File: src/rtl/count_seq_pkg.sv
// count_seq_pkg: shared states, constants and sequence rules for count_seq_monitor
//   IDLE/ACQUIRE/LOCKED state enum, mode encodings, last counter value,
//   is_legal(mode,val) and next_val(mode,val) for both monitored counter modes.
package count_seq_pkg;

   typedef enum logic [1:0] {IDLE, ACQUIRE, LOCKED} state_t;

   localparam logic       MODE_A   = 1'b0;
   localparam logic       MODE_B   = 1'b1;
   localparam logic [2:0] LAST_VAL = 3'd6;

   function automatic logic is_legal(input logic mode, input logic [2:0] val);
      return (mode == MODE_A) ? (val != 3'd7)
                              : (val inside {3'd0, 3'd1, 3'd2, 3'd4, 3'd6});
   endfunction

   function automatic logic [2:0] next_val(input logic mode, input logic [2:0] val);
      return (mode == MODE_A) ? ((val == LAST_VAL) ? 3'd0 : val + 3'd1)
                              : (val == 3'd0) ? 3'd1
                              : (val == 3'd1) ? 3'd2
                              : (val == 3'd2) ? 3'd4
                              : (val == 3'd4) ? 3'd6 : 3'd0;
   endfunction

endpackage

File: src/rtl/count_seq_next.sv
// count_seq_next: combinational step checker for one counter sample
//   mode     in  0 = binary 0..6, 1 = skip sequence 0,1,2,4,6
//   prev     in  previously accepted counter value
//   count_in in  current counter value
//   legal    out count_in is a value the selected counter can produce
//   match    out count_in is the legal successor of prev
//   is_wrap  out step is the 6->0 rollover
module count_seq_next
   import count_seq_pkg::*;
(
   input  logic       mode,
   input  logic [2:0] prev,
   input  logic [2:0] count_in,
   output logic       legal,
   output logic       match,
   output logic       is_wrap
);

   assign legal   = is_legal(mode, count_in);
   assign match   = count_in == next_val(mode, prev);
   assign is_wrap = (prev == LAST_VAL) && (count_in == 3'd0);

endmodule

File: src/rtl/count_seq_monitor.sv
// count_seq_monitor: checks a mod-7 or skip-sequence counter, locks after a run of good steps
//   clk, rst (async, active high)
//   mode        in  0 = mode A (0..6), 1 = mode B (0,1,2,4,6)
//   valid_in    in  count_in is sampled this cycle
//   count_in    in  counter value under test
//   clear       in  synchronous clear of err_count / err_sticky
//   locked      out high while LOCKED
//   wrap_pulse  out one-cycle pulse on a locked 6->0 step
//   err_pulse   out one-cycle pulse on any error
//   err_sticky  out set on first error until clear/rst
//   err_count   out saturating error count
// Optional: define COUNT_SEQ_HOLD_OK_EN to accept a repeated legal value as a hold.
module count_seq_monitor
   import count_seq_pkg::*;
#(
   parameter int ERR_CNT_W   = 8,
   parameter int LOCK_THRESH = 3
) (
   input  logic                 clk,
   input  logic                 rst,
   input  logic                 mode,
   input  logic                 valid_in,
   input  logic [2:0]           count_in,
   input  logic                 clear,
   output logic                 locked,
   output logic                 wrap_pulse,
   output logic                 err_pulse,
   output logic                 err_sticky,
   output logic [ERR_CNT_W-1:0] err_count
);

   state_t     state, state_n;
   logic [2:0] prev, prev_n;
   logic [3:0] good_cnt, good_n, good_inc;
   logic       mode_q;
   logic       wrap_n, err_n;
   logic       legal, match, is_wrap, hold;

   count_seq_next u_next (
      .mode     (mode),
      .prev     (prev),
      .count_in (count_in),
      .legal    (legal),
      .match    (match),
      .is_wrap  (is_wrap)
   );

`ifdef COUNT_SEQ_HOLD_OK_EN
   // a stalled counter repeats its value; only meaningful once a prev exists
   assign hold = (state != IDLE) && (count_in == prev);
`else
   assign hold = 1'b0;
`endif

   assign good_inc = good_cnt + 4'd1;
   assign locked   = state == LOCKED;

   always_comb begin
      state_n = state;
      prev_n  = prev;
      good_n  = good_cnt;
      wrap_n  = 1'b0;
      err_n   = 1'b0;
      if (mode != mode_q) begin
         // mode switch restarts acquisition silently, even over a valid sample
         state_n = IDLE;
         good_n  = '0;
      end else if (valid_in) begin
         if (!legal) begin
            err_n   = 1'b1;
            state_n = IDLE;
            good_n  = '0;
         end else if (!hold) begin
            prev_n = count_in;
            case (state)
               IDLE: begin
                  state_n = ACQUIRE;
                  good_n  = '0;
               end
               ACQUIRE: begin
                  good_n = match ? good_inc : '0;
                  if (match && good_inc == 4'(LOCK_THRESH)) begin
                     state_n = LOCKED;
                     good_n  = '0;
                  end
               end
               LOCKED: begin
                  wrap_n = match & is_wrap;
                  if (!match) begin
                     err_n   = 1'b1;
                     state_n = ACQUIRE;
                     good_n  = '0;
                  end
               end
               default: state_n = IDLE;
            endcase
         end
      end
   end

   always_ff @(posedge clk or posedge rst) begin
      if (rst) begin
         state      <= IDLE;
         prev       <= '0;
         good_cnt   <= '0;
         mode_q     <= MODE_A;
         wrap_pulse <= 1'b0;
         err_pulse  <= 1'b0;
         err_sticky <= 1'b0;
         err_count  <= '0;
      end else begin
         state      <= state_n;
         prev       <= prev_n;
         good_cnt   <= good_n;
         mode_q     <= mode;
         wrap_pulse <= wrap_n;
         err_pulse  <= err_n;
         // clear wins over a coincident error; the pulse itself still fires
         err_sticky <= clear ? 1'b0 : (err_sticky | err_n);
         err_count  <= clear ? '0
                     : (err_n && err_count != {ERR_CNT_W{1'b1}}) ? err_count + 1'b1
                     : err_count;
      end
   end

endmodule

File: config.mk
export PLATFORM = sky130hd
export DESIGN_NAME = count_seq_monitor
export DESIGN_NICKNAME = d
export VERILOG_FILES = /design/src/rtl/count_seq_pkg.sv /design/src/rtl/count_seq_next.sv /design/src/rtl/count_seq_monitor.sv
export SDC_FILE = /design/constraint.sdc
export NUM_CORES = 1
export LEC_CHECK = 0
export ABC_AREA = 1
export BUFFER_PORTS_ARGS = -buffer_cell sky130_fd_sc_hd__clkbuf_2
export CELL_PAD_IN_SITES_DETAIL_PLACEMENT = 0
export CELL_PAD_IN_SITES_GLOBAL_PLACEMENT = 2
export CORE_MARGIN = 5
export CORE_UTILIZATION = 34
export DETAILED_ROUTE_END_ITERATION = 8
export PLACE_DENSITY_LB_ADDON = 0.25
export SETUP_SLACK_MARGIN = 0.3
export SYNTH_ARGS = -nofsm -noshare
export SYNTH_HDL_FRONTEND = slang
export SYNTH_SLANG_ARGS = --single-unit
File: constraint.sdc
create_clock -name clk -period 3.7 [get_ports clk]
set_clock_uncertainty 0.15 [all_clocks]
set_input_delay 0.74 -clock clk [delete_from_list [all_inputs] [get_ports clk]]
set_output_delay 0.74 -clock clk [all_outputs]
set_load 0.01 [all_outputs]
==> results of run 1 <==
## cell families (layout without fill, tap and decap cells)
kind of cell,count (synthesis),in the layout,synth area share [%]
AOI/OAI and AO/OA,9,9,3.63
xor gates and xnor gates,9,9,6.58
buffers and inverters,23,45,6.58
DFF,21,21,40.1
and+or+nand+nor,115,115,40.3
adders and majority gates,3,3,2.86
## power by group through the flow
stage,Clock [mW],Sequential [mW],Combinational (mW)
after floorplan,0,0.273,0.112
after global placement,0,0.275,0.150
after detailed placement,0,0.275,0.151
after CTS,0.162,0.270,0.151
after global routing,0.171,0.274,0.169
final,0.153,0.270,0.148
## worst reg2reg max path: cells and delay by family (launching register included)
kind	cells	cell delay (ns)
simple gates	7	0.96
flops	1	0.45
fa+ha+maj	1	0.22
## per-layer routing
layer	vias to the layer above	global-route usage [%]	part of all wire, %
met4	0	4.38	0.74
met5	-	0	0
li1	601	-	-
met3	2	2.63	4.1
met2	16	20.4	46
met1	546	15.6	49
## synthesized netlist by cell type
| library cell | instances | area (um^2) |
|---|---|---|
| sky130_fd_sc_hd__nand3_2 | 2 | 20.0 |
| sky130_fd_sc_hd__clkinv_1 | 2 | 7.51 |
| sky130_fd_sc_hd__nand2_2 | 3 | 18.8 |
| sky130_fd_sc_hd__nor3_1 | 2 | 10.0 |
| sky130_fd_sc_hd__clkbuf_1 | 1 | 3.75 |
| sky130_fd_sc_hd__ha_1 | 3 | 37.5 |
| sky130_fd_sc_hd__nand2_4 | 2 | 22.5 |
| sky130_fd_sc_hd__xor2_1 | 5 | 43.8 |
| sky130_fd_sc_hd__inv_2 | 1 | 3.75 |
| sky130_fd_sc_hd__nor4_1 | 1 | 6.26 |
| sky130_fd_sc_hd__nor2_1 | 29 | 109 |
| sky130_fd_sc_hd__nand2_1 | 51 | 191 |
| sky130_fd_sc_hd__inv_1 | 19 | 71.3 |
| sky130_fd_sc_hd__or2_1 | 1 | 6.26 |
| sky130_fd_sc_hd__nor2_2 | 3 | 18.8 |
| sky130_fd_sc_hd__dfrtp_1 | 21 | 526 |
| sky130_fd_sc_hd__xnor2_1 | 3 | 26.3 |
| sky130_fd_sc_hd__o21ai_0 | 4 | 20.0 |
| sky130_fd_sc_hd__o21a_1 | 1 | 7.51 |
| sky130_fd_sc_hd__nand4_1 | 4 | 25.0 |
| sky130_fd_sc_hd__xor2_2 | 1 | 16.3 |
| sky130_fd_sc_hd__nand3_4 | 1 | 17.5 |
| sky130_fd_sc_hd__a21oi_1 | 2 | 10.0 |
| sky130_fd_sc_hd__nor3b_1 | 1 | 7.51 |
| sky130_fd_sc_hd__o21ai_1 | 2 | 10.0 |
| sky130_fd_sc_hd__nand3_1 | 15 | 75.1 |
## layout make-up
| type | count | area (um^2) |
|---|---|---|
| inverters | 22 | 82.6 |
| multi-input cells | 136 | 699 |
| clock inverters | 1 | 5.00 |
| clock buffers | 3 | 41.3 |
| flip-flops and latches | 21 | 526 |
| repair buffers | 19 | 95.1 |
| well taps | 48 | 60.1 |
| fillers | 425 | 2180 |
## through the flow
step,hold slack [ns],cell area [um^2],setup slack [ns]
final,0.356,1510,1.60
after global placement,0.350,1460,1.39
after detailed placement,0.354,1460,1.39
after floorplan,0.341,1310,1.74
after global routing,0.399,1510,1.48
after CTS,0.374,1510,1.58
## state kept, by name, indices dropped and copies added (netlist names)
name,cells
prev,3
state,2
err_pulse,1
err_sticky,1
good_cnt,4
mode_q,1
err_count,8
wrap_pulse,1
## final timing paths
check,to,cells after the start,startpoint,slack (ns)
worst max-delay path,locked,3,state[1]$_DFFE_PP0P_,1.60
worst min-delay path,err_sticky$_DFF_PP0_,2,err_sticky$_DFF_PP0_,0.36
worst max register to register,err_count[7]$_DFFE_PP0P_,8,err_count[0]$_DFFE_PP0P_,1.81
worst min register to register,err_sticky$_DFF_PP0_,2,err_sticky$_DFF_PP0_,0.36
max in group asynchronous,err_count[2]$_DFFE_PP0P_,2,rst,2.42
min in group asynchronous,err_count[0]$_DFFE_PP0P_,2,rst,0.45
==> summary by stage, run 1 <==
Run status
The flow ran to the end, and the final reports show no timing, DRC or antenna violations.

Layout
The library cells used most frequently in the layout, excluding fill and tap cells, are 51 x sky130_fd_sc_hd__nand2_1, 29 x sky130_fd_sc_hd__nor2_1, 21 x sky130_fd_sc_hd__dfrtp_1. Relative to the synthesized area, the layout overhead comes to 15.1%. Cells fill 40.9% of the core in the end. The number of nets in the finished design is 214.

The post-route netlist has 17.8% of its cells at a drive strength greater than 1. 0 antenna diodes ended up in the layout. Leaving out fill and tap cells, the most frequent cell in the layout is sky130_fd_sc_hd__nand2_1.

Once layout is complete, the cells apart from fillers number 250.

Global routing
The final global-route overflow total is 0. The global-route wire length before repair is 5120 um. The largest net degree at the start of global routing is 22. The via count of the first global-routing pass is 1164. The number of antenna violations at the first check in global routing is 0. Global routing used 12.3% of the available tracks across all layers.

Pwr
In this run the power spent charging and discharging nets is 0.198 mW. The combinational fraction of design power is 25.9%. In this run, flip-flops and latches consume 47.3% of the power. The peak supply drop is 0.142 mV. The sum of internal, switching and leakage power is 0.572 mW. Dividing total power by cell area gives a power density of 379 nW/um^2.

The internal portion of the total power is 0.374 mW. The switching portion of total power is 34.6%. The part of the total power dissipated in the clock network is 26.8%. The static leakage is 0.794 nW.

Timing
The number of hold-slack violations in the final timing report is 0. In the final timing run, aggregate negative setup slack is 0 ns. The worst slew margin relative to its limit is 44.9%. Derived from the worst setup path, the maximum achievable clock frequency is 477 MHz. Setup repair after global routing left no endpoint under its margin.

Of the available clock period, the critical path in the final layout requires 56.6%. Setup violations remaining at the end of the flow were counted as 0. The worst path needs 2.10 ns of the cycle, external delays included. At the pin with the least slew margin, the transition time is 0.826 ns. The number of max-slew violations in the final report is 0.

CTS
The number of buffers created by CTS is 3. Post-CTS timing repair inserted 0 buffers for setup. The H-tree depth is 1. Clock-pin slew was measured on the worst setup and hold paths at 0.08 ns. The number of buffers on the longest clock path is 2. The clock tree root driver cell is sky130_fd_sc_hd__clkbuf_8. The clock tree from TritonCTS is built. After clock tree synthesis, the repair step resized 0 gates. The clock latency of the later-clocked register in the worst-skew pair is 0.26 ns.

Clock tree synthesis found a total of 21 sinks. Hold repair after CTS inserted 0 buffers.

Floorplanning
The total core area is 3690 um^2. The height of the die is 72.1 um. Pin placement for this block handled 20 I/O pins. The floorplan step defined a die boundary enclosing 5200 um^2. The number of core rows is 22. The initial standard-cell utilization of the core is 35.5%. The overall die width is 72.1 um.

Yosys
The number of flip-flops and latches in the synthesized netlist is 21. For this run, the register share of the synthesized area comes to 40.1%. The number of nets in the synthesized netlist is 191. The synthesized area is 1310 um^2. During synthesis, Yosys emitted a total of 0 warnings. The distinct cell type count of the synthesized netlist is 26. The per-instance average area after synthesis is 7.28 um^2.

In the synthesized netlist, the number of instances is 180.

Placement
The detailed placement HPWL is 2210 um. Counting tap cells, the placed design contains a total of 246 instances. The count of buffers inserted at the top-level ports is 19. The final weighted congestion of routability-driven global placement is 0.814.

Route
The count of unresolved DRC violations after routing is 0. Dividing the detail-routed wire length by the instance count gives 11.4 um. The wire length after detailed routing is 2840 um.

The post-detailed-route via-to-cell ratio is 4.66. The total via count after detailed routing is 1165. Once detail routing completed, the nets flagged for antenna violations numbered 0. The number of iterations in the first detailed-routing pass is 4. The number of DRC violations after detailed-routing iteration 0 is 51.

Worst setup path
The number of buffer and inverter stages on the critical path is 2. Traced cell by cell, the critical path runs through inv_1 > nor2_1 > clkbuf_2. Along the worst path, the maximum fanout reaches 4. STA classifies the critical path startpoint as a flip-flop. At the worst endpoint, the required time is 2.81 ns. The critical path's largest stage delay is 0.39 ns. On the critical path the largest part of the delay comes from flip-flops. The type of element capturing the critical path is a primary output. The standard cell with the maximum stage delay on the critical path is sky130_fd_sc_hd__dfrtp_1. The worst endpoint data arrival time is 1.21 ns. The worst setup path is of the flip-flop to primary output kind.

Hold path
The path class of the tightest hold or removal check is flip-flop to flip-flop.

Flow run
Max-cap violations in this run came to 0.
Note: power is estimated with default switching activity, not from simulation.
==> run 2: changes to the inputs <==
--- a/config.mk
+++ b/config.mk
@@ -10,7 +10,7 @@
 export CELL_PAD_IN_SITES_DETAIL_PLACEMENT = 0
 export CELL_PAD_IN_SITES_GLOBAL_PLACEMENT = 2
 export CORE_MARGIN = 5
-export CORE_UTILIZATION = 34
+export CORE_UTILIZATION = 28
 export DETAILED_ROUTE_END_ITERATION = 8
 export PLACE_DENSITY_LB_ADDON = 0.25
 export SETUP_SLACK_MARGIN = 0.3
==> constraint.sdc (replaced) <==
create_clock -name clk -period 1.9 [get_ports clk]
set_clock_uncertainty 0.15 [all_clocks]
set_input_delay 0.38 -clock clk [delete_from_list [all_inputs] [get_ports clk]]
set_output_delay 0.38 -clock clk [all_outputs]
set_load 0.01 [all_outputs]
==> run 2 against run 1 <==
Non-clock buffer count grew 20. Via count is 7.4% higher. Power up 110%. Wire length up 12%. Critical endpoint is now err_count[3]$_DFFE_PP0P_.
==> summary by stage, run 2 (synthesis results as in run 1) <==
Run status
The run finished with clean final reports.

Timing
The slew at the pin closest to its max-slew limit is 0.318 ns (-0.508 ns). The worst slew margin relative to its limit was 78.7% (+34 points). The maximum achievable frequency is 559 MHz. The final clock period utilization by the worst path is 94.2%. The number of max-slew violations in the final report is 0 (unchanged). Counting I/O delays and the setup requirement, the final critical path takes 1.79 ns. Setup repair after global routing could not meet its margin everywhere. The final number of setup-violating endpoints is 0 (unchanged).

The number of hold-slack violations in the final timing report is 0 (unchanged). The final worst setup slack came to 0.111 ns (-1.49 ns).

Floorplanning
The number of core rows is 24 (+9.1%). The height of the die was 78.4 um (+8.8%). The total core area is 4440 um^2 (+20%). The initial standard-cell utilization of the core came to 29.5% (-6.0 points).

The number of primary I/O pins is 20 (unchanged). The full die area is 6150 um^2 (+18%). The overall die width was 78.4 um (+8.8%).

Global routing
The global-route wire length before repair is 5510 um (+7.6%). The final global-route overflow total is 0 (unchanged). The largest net degree at the start of global routing came to 22 (unchanged). The total global-route track usage is 10.9% (-1.4 points).

The via count of the first global-routing pass is 1230 (+5.7%). The number of antenna violations at the first check in global routing is 0 (unchanged).

Layout
The register name with the most flops is err_count. The final cell utilization of the core came to 39.6% (-1.3 points). The share of layout cells above drive strength 1 came to 32.7% (+15 points).

The flip-flop count of the largest register, all copies and words added is 8 (unchanged). Leaving out fill and tap cells, the most frequent cells in the layout are 45 x sky130_fd_sc_hd__nand2_1, 23 x sky130_fd_sc_hd__nor2_1, 20 x sky130_fd_sc_hd__dfrtp_1. The area occupied by registers came to 527 um^2 (+0.24%). The number of nets in the finished design was 235 (+9.8%). The number of filler instances in the final layout is 478 (+12%).

The multi-input gate area in the final layout is 793 um^2 (+13%). The largest registers in the layout are err_count: 8 flops, good_cnt: 4 flops, prev: 3 flops. The diode insertion count for antenna repair is 0 (unchanged). The library cell used most frequently in the layout, excluding fill and tap cells, is sky130_fd_sc_hd__nand2_1.

The layout overhead on the synthesized area is 34.3%.

Worst setup path
The data required time of the critical path came to 1.90 ns (-0.91 ns). The critical path goes through nand2_1 > nand3_2 > nand3_2 > xor2_4 > nand2_4 > nand2_4 > nand2_4 > nand3_4 > nand2_4 > nand2_1 > nand2_1. The critical path's largest stage delay is 0.45 ns (+0.06 ns).

In this design, the critical path's most frequently occurring cell is sky130_fd_sc_hd__nand2_4. Tracing the worst setup path back leads to its startpoint at prev[2]$_DFFE_PP0P_. The worst endpoint data arrival time is 1.79 ns (+0.58 ns).

The worst setup path is launched from a flip-flop. The type of the setup path with the least slack is flip-flop to flip-flop. The slowest stage of the critical path is the sky130_fd_sc_hd__dfrtp_2 cell. STA classifies the critical path endpoint as a flip-flop. The top fanout value on the critical path is 8 (+4). In this run the critical register-to-register path is launched from prev[2]$_DFFE_PP0P_.

CTS
In this run the clock root is driven by a sky130_fd_sc_hd__clkbuf_8. The H-tree depth is 1 (unchanged). The clock latency of the later-clocked register in the worst-skew pair is 0.26 ns (about the same). The clock transition at the register clock pins on the worst setup and hold paths after CTS is 0.08 ns (about the same). The number of sinks on the clock net came to 21 (unchanged).

The number of buffers created by CTS is 3 (unchanged). The number of buffers on the longest clock path is 2 (unchanged). TritonCTS built the clock tree.

Route
The total via count after detailed routing came to 1251 (+7.4%). The number of DRC violations after detailed-routing iteration 0 was 28 (-45%). The wire length after detailed routing is 3190 um (+12%).

The post-detailed-route via-to-cell ratio is 4.55 (-2.4%). The post-detailed-route count of antenna-violating nets is 0 (unchanged). The count of unresolved DRC violations after routing was 0 (unchanged). The number of iterations in the first detailed-routing pass was 4 (unchanged).

The routed wirelength normalized by instance count is 11.6 um (+2.1%).

Pwr
The static leakage is 0.904 nW (+14%). The peak supply drop is 0.225 mV (+59%). The power per cell area is 697 nW/um^2 (+84%).

Hold path
The min-delay analysis places its worst path in the category input pin to flip-flop. The worst hold path begins at mode.

Placement
The detailed placement HPWL is 2420 um (+9.4%). The final weighted congestion of routability-driven global placement is 0.830 (+1.9%). The count of buffers inserted at the top-level ports is 19 (unchanged). The post-placement setup slack was -0.0414 ns (-1.43 ns).

Flow run
The max-cap check violation count is 0 (unchanged).
run 2: changes by cell type in the layout (fill, tap and decap cells not counted), sizes merged:
cell,change
clkinv,-1
buf,+19
nand3,+1
clkbuf,+1
dlygate4sd3,+1
run 2: cell type report:
class | instances | share of cell area (%)
multi-input cells | 137 | 45.1
well taps | 52 | 3.70
clock buffers | 4 | 2.56
inverters | 22 | 4.69
flip-flops and latches | 21 | 29.9
repair buffers | 39 | 14.1
run 2: routing by layer:
| metal | routed length, um | vias to the layer above | global-route usage, % |
|---|---|---|---|
| met5 | 0 | - | 0 |
| met4 | 32 | 0 | 3.32 |
| met3 | 74 | 4 | 2.06 |
| met2 | 1560 | 11 | 18.6 |
| met1 | 1530 | 585 | 14.0 |
| li1 | - | 651 | - |
run 2: what timing repair did:
item / in CTS / in global routing
hold endpoints to repair: 21 / 0
setup endpoints to repair: 17 / 20
buffers inserted: 2 / 2
cloned: 1 / 0
pin swaps: 5 / 4
hold buffers: 1 / 0
gates resized for setup: 9 / 14
run 2: worst paths after layout:
check,end,slack [ns],depth (start not counted)
setup / recovery,err_count[3]$_DFFE_PP0P_,0.11,11
hold / removal,mode_q$_DFF_PP0_,0.19,1
setup reg to reg,err_count[3]$_DFFE_PP0P_,0.11,11
hold reg to reg,err_sticky$_DFF_PP0_,0.36,2
max in group asynchronous,prev[2]$_DFFE_PP0P_,0.83,4
min in group asynchronous,good_cnt[0]$_DFFE_PP0P_,0.53,4
run 2: stage by stage:
step | power [mW] | instance area [um^2] | cells | TNS (ns) | hold WS [ns]
6_report | 1.23 | 1760 | 275 | 0 | 0.195
5_1_grt | 1.32 | 1760 | 275 | -0.279 | 0.195
4_1_cts | 1.21 | 1700 | 273 | 0 | 0.160
3_5_place_dp | 0.873 | 1590 | 265 | -0.299 | 0.267
3_3_place_gp | 0.874 | 1590 | 265 | -0.238 | 0.264
2_1_floorplan | 0.750 | 1320 | 180 | 0 | 0.207
run 2: worst max-delay path: cells and delay by family, from the launching register on:
family        cells  cell delay (ns)
simple gates     10             0.88
flops             1             0.45
xor+xnor          1             0.19
run 2: power breakdown:
group / total, mW / leakage, nW / switching [mW] / internal (mW)
Clock: 0.295 / 0.0228 / 0.146 / 0.149
Combinational: 0.410 / 0.603 / 0.242 / 0.168
Sequential: 0.522 / 0.279 / 0.0380 / 0.484
Total: 1.23 / 0.904 / 0.426 / 0.801
==> run 3: changes to the inputs <==
==> constraint.sdc (replaced) <==
create_clock -name clk -period 1.5 [get_ports clk]
set_clock_uncertainty 0.15 [all_clocks]
set_input_delay 0.3 -clock clk [delete_from_list [all_inputs] [get_ports clk]]
set_output_delay 0.3 -clock clk [all_outputs]
set_load 0.01 [all_outputs]
==> run 3 against run 2 <==
The run now ends with setup timing left. Global-route usage is 1.2 points higher. Largest cell class unchanged. Sequential share of layout area is 6.5 points lower. Design area is 28% higher. Critical path type unchanged.
==> summary by stage, run 3 (synthesis results as in run 1) <==
Run status
The run finished, with violations left. The final reports fail on setup timing.

Route
The wire length after detailed routing is 3680 um (+15%). The total via count after detailed routing is 1386 (+11%). The count of unresolved DRC violations after routing is 0 (unchanged). The number of iterations in the first detailed-routing pass is 4 (unchanged). The routed wirelength normalized by instance count was 11.8 um (+1.3%). The post-detailed-route count of antenna-violating nets is 0 (unchanged). The post-detailed-route via-to-cell ratio is 4.43 (-2.7%). The number of DRC violations after detailed-routing iteration 0 is 26 (-7.1%).

Timing
The worst slew margin relative to its limit is 80.0% (+1.4 points). The minimum period implied by the final worst setup slack is 1.82 ns (+0.0313 ns). The slew at the pin closest to its max-slew limit is 0.300 ns (-0.0184 ns). Setup repair after global routing could not meet its margin everywhere. The final clock period utilization by the worst path is 121% (+27 points). The maximum achievable frequency is 549 MHz (-1.7%). The final number of setup-violating endpoints is 19 (+19). The number of max-slew violations in the final report is 0 (unchanged). The post-route worst hold slack is 0.205 ns (+0.0101 ns). The final worst setup slack is -0.321 ns (-0.431 ns). The number of hold-slack violations in the final timing report was 0 (unchanged).

Pwr
The peak supply drop is 0.464 mV (+110%). The static leakage is 1.15 nW (+27%). The power per cell area is 809 nW/um^2 (+16%).

CTS
The clock transition at the register clock pins on the worst setup and hold paths after CTS is 0.08 ns (about the same). The clock tree root driver cell is sky130_fd_sc_hd__clkbuf_8. The number of buffers on the longest clock path is 2 (unchanged). The clock latency of the later-clocked register in the worst-skew pair is 0.26 ns (about the same). The H-tree depth was 1 (unchanged).

The number of buffers created by CTS came to 3 (unchanged). The number of sinks on the clock net is 21 (unchanged). The clock tree from TritonCTS is built.

Layout
In the final layout, the registers with the most flip-flops are err_count: 8 flops, good_cnt: 4 flops, prev: 3 flops. The number of filler instances in the final layout is 439 (-8.2%). The non-filler instance count after layout came to 313 (+14%). The leading cell type in the layout, fill and taps excluded is sky130_fd_sc_hd__buf_4. The share of layout cells above drive strength 1 came to 50.6% (+18 points). The top cell types in the final layout, fill and taps aside, are 48 x sky130_fd_sc_hd__buf_4, 37 x sky130_fd_sc_hd__nand2_1, 19 x sky130_fd_sc_hd__nor2_1, 19 x sky130_fd_sc_hd__dfrtp_1, 14 x sky130_fd_sc_hd__nand2_2.

The area growth from synthesis to layout is 71.7%. The flip-flop count of the largest register, all copies and words added is 8 (unchanged). The register with the most flip-flops in the final layout is err_count. The final cell utilization of the core came to 50.6% (+11 points). The diode insertion count for antenna repair is 0 (unchanged). The number of nets in the finished design was 273 (+16%).

Global routing
The global-route wire length before repair is 6040 um (+9.8%). The final global-route overflow total is 0 (unchanged). The largest net degree at the start of global routing came to 22 (unchanged). The total global-route track usage is 12.1% (+1.2 points).

The via count of the first global-routing pass was 1369 (+11%). The number of antenna violations at the first check in global routing is 0 (unchanged).

Worst setup path
The data required time of the critical path is 1.50 ns (-0.40 ns). STA classifies the critical path endpoint as a flip-flop. The critical path starts at prev[2]$_DFFE_PP0P_. The worst endpoint data arrival time is 1.82 ns (+0.03 ns).

The worst register-to-register path begins at prev[2]$_DFFE_PP0P_. The setup path with the least slack is of type flip-flop to flip-flop. STA classifies the critical path startpoint as a flip-flop. The top fanout value on the critical path is 6 (-2).

Placement
The detailed placement HPWL is 2580 um (+6.4%). The count of buffers inserted at the top-level ports is 19 (unchanged). The final weighted congestion of routability-driven global placement was 0.826 (-0.48%). The number of placed instances, taps included was 288 (+8.7%). The post-placement setup slack was -0.354 ns (-0.313 ns).

Hold path
The path class of the tightest hold or removal check is input pin to flip-flop. The launch instance of the worst min-delay path is count_in[2].

Floorplanning
The number of primary I/O pins is 20 (unchanged). The full die area was 6150 um^2 (unchanged). The number of core rows was 24 (unchanged).

The height of the die is 78.4 um (unchanged). The total core area is 4440 um^2 (unchanged). The initial standard-cell utilization of the core was 29.5% (unchanged). The overall die width is 78.4 um (unchanged).

Flow run
The max-cap check violation count was 0 (unchanged).
## run 3: changes by cell type in the layout (fill, tap and decap cells not counted), sizes merged
| cell | change |
|---|---|
| buf | +51 |
| clkbuf | -12 |
| nand3 | -1 |
## run 3: path summary, 6_finish.rpt
check	endpoint	slack [ns]	depth (start not counted)
setup / recovery	err_count[7]$_DFFE_PP0P_	-0.32	12
hold / removal	wrap_pulse$_DFF_PP0_	0.20	4
setup reg to reg	err_count[7]$_DFFE_PP0P_	-0.32	12
hold reg to reg	good_cnt[2]$_DFFE_PP0P_	0.42	2
max in group asynchronous	prev[1]$_DFFE_PP0P_	0.49	4
min in group asynchronous	err_count[2]$_DFFE_PP0P_	0.46	4
## run 3: where the power goes
group          internal (mW)  switching [mW]  total (mW)  leakage (nW)
Combinational          0.385           0.385       0.770         0.850
Clock                  0.189           0.190       0.379        0.0228
Sequential             0.614          0.0577       0.672         0.278
Total                   1.19           0.633        1.82          1.15
## run 3: layout make-up
type | count | area (um^2) | area share, %
Multi-Input combinational cell | 136 | 873 | 38.8
Clock buffer | 4 | 45.0 | 2.00
Sequential cell | 21 | 528 | 23.5
Inverter | 22 | 87.6 | 3.89
Timing Repair Buffer | 78 | 652 | 29.0
Tap cell | 52 | 65.1 | 2.89
## run 3: what timing repair did
action / CTS / global route
cloned: 0 / 0
buffers inserted: 9 / 11
hold buffers: 1 / 0
pin swaps: 7 / 20
gates resized for setup: 19 / 60
setup endpoints to repair: 32 / 32
endpoints found under the hold margin: 21 / 0
## run 3: critical path: stages, from the launching register on
cell	delay [ns]
sky130_fd_sc_hd__dfrtp_2	0.48
sky130_fd_sc_hd__nand2_4	0.10
sky130_fd_sc_hd__nand2_2	0.05
sky130_fd_sc_hd__nand2_2	0.07
sky130_fd_sc_hd__nand3_4	0.08
sky130_fd_sc_hd__xor2_4	0.17
sky130_fd_sc_hd__nand2_4	0.10
sky130_fd_sc_hd__nand2_4	0.05
sky130_fd_sc_hd__nand2_4	0.08
sky130_fd_sc_hd__nand3_4	0.10
sky130_fd_sc_hd__buf_12	0.15
sky130_fd_sc_hd__nand3_1	0.07
sky130_fd_sc_hd__nand2_1	0.07
## run 3: routing by layer
metal	GRT usage [%]	vias up	routed length [um]
met5	0	-	0
met4	2.62	0	23
met3	3.32	2	129
met2	20.7	21	1870
met1	15.1	633	1660
li1	-	730	-
## run 3: stage by stage
step	cell area [um^2]	total power, mW	setup TNS (ns)
after floorplan	1330	0.954	-1.87
after global placement	1770	1.18	-5.04
after detailed placement	1770	1.19	-5.52
after CTS	1990	1.66	-4.67
after global routing	2250	1.94	-6.47
final	2250	1.82	-4.41
